**src/rtl/tree_add_sched.sv**
```systemverilog
// tree_add_sched: walks n/T chunks per row through tree_add, accumulates, emits row sums mod 2^D
module tree_add_sched #(
    parameter int T      = 16,
    parameter int WIDTH  = 16,
    parameter int ADDR_W = 16,
    parameter int ROW_W  = 4
) (
    input  logic              i_clk,
    input  logic              i_rst_n,
    input  logic              i_start,
    input  logic [2:0]        i_sec_lev,
    input  logic              i_mode,
    input  logic [ROW_W-1:0]  i_rows,
    output logic              o_busy,
    output logic              o_done,
    output logic              o_err,
    output logic              o_rd_en,
    output logic [ADDR_W-1:0] o_rd_addr,
    input  logic              i_rd_valid,
    output logic              o_tree_mode,
    output logic [2:0]        o_tree_sec_lev,
    output logic [WIDTH-1:0]  o_tree_element,
    input  logic [WIDTH-1:0]  i_tree_result,
    output logic [WIDTH-1:0]  o_result,
    output logic              o_result_valid,
    input  logic              i_result_ready
);
    typedef enum logic [2:0] {IDLE, FETCH, WAIT, EMIT, DONE} state_t;

    localparam logic [ADDR_W-1:0] C1 = ADDR_W'(640 / T);
    localparam logic [ADDR_W-1:0] C3 = ADDR_W'(976 / T);
    localparam logic [ADDR_W-1:0] C5 = ADDR_W'(1344 / T);

    state_t             state, state_n;
    logic [2:0]         sec_lev_q;
    logic               mode_q, err_q, sec_ok, last_chunk, last_row;
    logic [ROW_W-1:0]   rows_q, row;
    logic [ADDR_W-1:0]  chunk, n_chunks;
    logic [WIDTH-1:0]   acc, mask;

    assign sec_ok     = i_sec_lev == 3'd1 || i_sec_lev == 3'd3 || i_sec_lev == 3'd5;
    assign n_chunks   = sec_lev_q == 3'd1 ? C1 : sec_lev_q == 3'd3 ? C3 : C5;
    assign mask       = sec_lev_q == 3'd1 ? WIDTH'(32'h7FFF) : WIDTH'(32'hFFFF);
    assign last_chunk = chunk == n_chunks - ADDR_W'(1);
    assign last_row   = row == rows_q - ROW_W'(1);

    assign o_busy         = state != IDLE;
    assign o_done         = state == DONE;
    assign o_err          = err_q;
    assign o_rd_en        = state == FETCH;
    assign o_rd_addr      = ADDR_W'(row) * n_chunks + chunk;
    assign o_tree_mode    = mode_q;
    assign o_tree_sec_lev = sec_lev_q;
    assign o_tree_element = acc;
    assign o_result       = acc & mask;
    assign o_result_valid = state == EMIT;

    always_ff @(posedge i_clk or negedge i_rst_n) begin
        if (!i_rst_n) state <= IDLE;
        else          state <= state_n;
    end

    always_comb begin
        state_n = state;
        case (state)
            IDLE:    if (i_start && sec_ok) state_n = i_rows == '0 ? DONE : FETCH;
            FETCH:   state_n = WAIT;
            WAIT:    if (i_rd_valid) state_n = last_chunk ? EMIT : FETCH;
            EMIT:    if (i_result_ready) state_n = last_row ? DONE : FETCH;
            DONE:    state_n = IDLE;
            default: state_n = IDLE;
        endcase
    end

    always_ff @(posedge i_clk or negedge i_rst_n) begin
        if (!i_rst_n) begin
            sec_lev_q <= '0;
            mode_q    <= 1'b0;
            rows_q    <= '0;
            row       <= '0;
            chunk     <= '0;
            acc       <= '0;
            err_q     <= 1'b0;
        end else begin
            err_q <= state == IDLE && i_start && !sec_ok;
            if (state == IDLE && i_start && sec_ok) begin
                sec_lev_q <= i_sec_lev;
                mode_q    <= i_mode;
                rows_q    <= i_rows;
                row       <= '0;
                chunk     <= '0;
                acc       <= '0;
            end
            if (state == WAIT && i_rd_valid) begin
                acc <= i_tree_result;
                if (!last_chunk) chunk <= chunk + ADDR_W'(1);
            end
            if (state == EMIT && i_result_ready) begin
                acc   <= '0;
                chunk <= '0;
                row   <= row + ROW_W'(1);
            end
        end
    end
endmodule
```
**config.mk**
```make
export PLATFORM = sky130hd
export DESIGN_NAME = tree_add_sched
export DESIGN_NICKNAME = d
export VERILOG_FILES = /design/src/rtl/tree_add_sched.sv
export SDC_FILE = /design/constraint.sdc
export NUM_CORES = 1
export LEC_CHECK = 0
export CAP_MARGIN = 25
export CORE_MARGIN = 2
export CORE_UTILIZATION = 55
export CTS_BUF_LIST = sky130_fd_sc_hd__clkbuf_4 sky130_fd_sc_hd__clkbuf_8 sky130_fd_sc_hd__clkbuf_16
export DETAILED_ROUTE_END_ITERATION = 8
export PLACE_DENSITY = 0.86
export SYNTH_ARGS = -nofsm -noshare
export SYNTH_HDL_FRONTEND = slang
export SYNTH_SLANG_ARGS = --single-unit
```
**constraint.sdc**
```tcl
create_clock -name i_clk -period 9.5 [get_ports i_clk]
set_input_delay 1.9 -clock i_clk [delete_from_list [all_inputs] [get_ports i_clk]]
set_output_delay 1.9 -clock i_clk [all_outputs]
set_load 0.05 [all_outputs]
```
==> run_results.csv <==
group,metric,value,unit
clocking,post_cts_resized,0,
logic_synthesis,syn_area_per_cell,8.72,um2
timing,skew,0.0110,ns
power_and_ir_drop,p_leak,2.20,nW
timing,fin_tns_setup,0,ns
power_and_ir_drop,switching_share,53.5,%
global_routing,grtUsageTotal,23.5,%
logic_synthesis,async_reset_ff_share,100,%
clocking,clockRootBuffer,"clkbuf_8",
clocking,clk_pin_slew_worst_paths,0.09,ns
route,avgRoutedWirePerCell,14.1,um
route,dr.pass1.iters,4,
timing,rsz0062_at_grt,"no",
clocking,cts_tree,"done",
route,vias_per_cell,5.56,
timing,max_freq,132,MHz
die,initial_utilization,56.9,%
setup_path,crit_start,"o_tree_sec_lev[2]",
logic_synthesis,synth_area,3890,um2
power_and_ir_drop,power_frac_clock,9.1,%
logic_synthesis,synthCells,446,
cells_and_area,design_area,4790,um2
clocking,clk_path_buf_depth,2,
die,die_area,7760,um2
timing,finalHoldViolCount,0,
clocking,clk_latency,0.31,ns
global_routing,grt_pass1_wl,14.5,mm
power_and_ir_drop,p_per_area,298,nW/um2
setup_path,cp_max_fo,14,
placement,dpl_cell_area,4700,um2
setup_path,arrival,5.68,ns
die,coreArea,6830,um2
global_routing,antenna_found_initial,0,
timing,setup_violations,0,
die,die_h,88.1,um
power_and_ir_drop,p_int,664,uW
clocking,h-tree-depth,2,
clocking,numCtsBuffers,5,
logic_synthesis,ys_seq_area_share,30.9,%
power_and_ir_drop,ir_worst_vdd,0.000223,V
die,io_pins,86,
timing,slew_violations,0,
setup_path,cp_data_required_time,7.60,ns
clocking,clock-sinks,48,
hold_path,min_from,"o_tree_mode",
cells_and_area,diodes,0,
setup_path,cp-end-kind,"output pin",
cells_and_area,finalNetCount,577,
setup_path,critPathCapture,"o_rd_addr[13]",
cells_and_area,layout_commonest_cell,"clkdlybuf4s50_1",
logic_synthesis,synth_edf_count,0,
global_routing,grt-ovfl-total,0,
setup_path,r2r_end,"chunk[10]",
die,dieWidth,88.1,um
route,drt_iter0_drc,221,
setup_path,startpoint_type,"flop",
setup_path,crit_type,"flop to output pin",
cells_and_area,final.fill_count,548,
logic_synthesis,synth_flop_cell,"dfrtp_1",
global_routing,grt_max_degree,32,
power_and_ir_drop,p_seq_share,23.3,%
placement,portBuffers,85,
setup_path,r2r-start,"state[1]",
route,vias,3364,
timing,fin_crit_sh,79.8,%
power_and_ir_drop,p_comb_share,67.6,%
status,status,"completed",
logic_synthesis,syn_nets,515,
timing,fin_crit,7.58,ns
clocking,hold_buffers,0,
cells_and_area,syn2layout_area_growth,23.2,%
global_routing,grt_pass1_vias,3295,
die,rows,30,
setup_path,reg2reg_depth,6,
timing,tightest_slew,0.927,ns
power_and_ir_drop,power.total,1.43,mW
route,wl,8.54,mm
timing,maxSlewHeadroom,38.0,%
power_and_ir_drop,power.net_switching,765,uW
route,drcViolationCount,0,
setup_path,reg2reg_slack,6.84,ns
logic_synthesis,synth_seq_cells,48,
logic_synthesis,ys_warn_count,0,
cells_and_area,fin_util,70.1,%
cells_and_area,mostFrequentLayoutCells,"84 x clkdlybuf4s50_1, 59 x nand2_1, 49 x inv_1",
route,ant_nets,0,
cells_and_area,layout-drive-gt1-share,5.50,%
flow_run,max_cap_viol_count,0,
clocking,cts_setup_buffers,0,
timing,fin_hold_ws,0.519,ns
placement,gp_congestion,0.862,
logic_synthesis,synth.distinct_cells,55,
hold_path,min_path_type,"flop to flop",
placement,detailed_place_hpwl,6.64,mm
[synth_stat cells, types with 3 or more instances]
cell type  number  area, um2
dfrtp_1        48       1200
nor2_1         13       48.8
nand3b_1        3       22.5
and3_1          6       37.5
a211oi_1        4       30.0
nor3_1         15       75.1
nand3_1        14       70.1
o31ai_1         5       37.5
xnor2_1         8       70.1
clkbuf_1       13       48.8
a21o_1          5       37.5
nor3b_1         7       52.6
nand2_1        59        221
buf_2           3       15.0
inv_1          49        184
mux2_2          9        101
nor4_1          3       18.8
a21oi_1        12       60.1
nand2b_1        6       37.5
nand4_1         4       25.0
and2_1          5       31.3
o211ai_1        3       22.5
xor2_1          4       35.0
ha_1           26        325
mux2i_1         8       80.1
or4_1           4       30.0
or3_1           5       31.3
fa_1           14        280
o21ai_0        35        175
nor2b_1        10       62.6
buf_4          16        120
[per-layer routing]
layer,vias to the layer above,GRT usage [%],share of wire [%]
li1,1642,-,-
met1,1617,29.0,43
met2,94,41.9,50
met3,11,4.52,5.2
met4,0,6.61,1.2
met5,-,0,0
[cells by family (layout without fill, tap and decap cells)]
logic type	after synthesis	count (layout)	share of synthesized area, %
adders and majority gates	40	40	15.6
buffers and inverters	83	146	9.91
and+or+nand+nor	163	163	22.3
AOI/OAI and AO/OA	82	82	13.4
xor gates and xnor gates	13	13	3.31
DFF	48	48	30.9
muxes	17	17	4.66
[state kept, by name, summed over array words and instances, names as in the netlist]
signal / flops
chunk: 16
o_tree_element: 16
row: 4
rows_q: 4
o_tree_sec_lev: 3
state: 3
o_err: 1
o_tree_mode: 1
[how the worst min path moves through the flow]
| stage | to | slack, ns | depth (start not counted) |
|---|---|---|---|
| after floorplan | rows_q[3] | 0.50 | 1 |
| after global placement | o_tree_mode | 0.49 | 1 |
| after detailed placement | o_tree_mode | 0.50 | 1 |
| after CTS | o_tree_mode | 0.52 | 1 |
| after global routing | o_tree_mode | 0.54 | 1 |
| final | o_tree_mode | 0.52 | 1 |
[cell type report]
type                    count  area, um2  area share (%)
clock buffers               6       82.6            1.72
flip-flops and latches     48       1200            25.1
multi-input cells         315       2300            48.1
well taps                  96        120            2.51
clock inverters             2       13.8           0.287
repair buffers             88        881            18.4
inverters                  50        190            3.97
[metrics by stage]
step           setup WS (ns)  cells
2_1_floorplan           1.82    446
3_3_place_gp            2.38    596
3_5_place_dp            2.22    597
4_1_cts                 1.88    605
5_1_grt                 1.48    605
6_report                1.92    605
[worst max-delay path, cell delays in order, from the launching register on]
cell,delay [ns]
dfrtp_1,0.43
nor2b_1,0.62
nand2b_1,0.16
nand2_1,0.16
inv_1,0.08
fa_1,0.51
fa_1,0.55
inv_1,0.05
fa_1,0.51
inv_1,0.05
ha_1,0.32
o21ai_0,0.12
o21ai_0,0.22
a21oi_1,0.19
or4_1,0.50
o2111ai_1,0.10
clkdlybuf4s50_1,0.83
[power groups by stage]
stage / combinational, mW / sequential (mW) / clock (mW)
finish: 0.966 / 0.333 / 0.129
global route: 1.04 / 0.345 / 0.142
CTS: 0.973 / 0.332 / 0.133
detailed placement: 0.969 / 0.336 / 0
global placement: 0.948 / 0.331 / 0
floorplan: 0.643 / 0.413 / 0
Note: power is estimated with default switching activity, not from simulation.
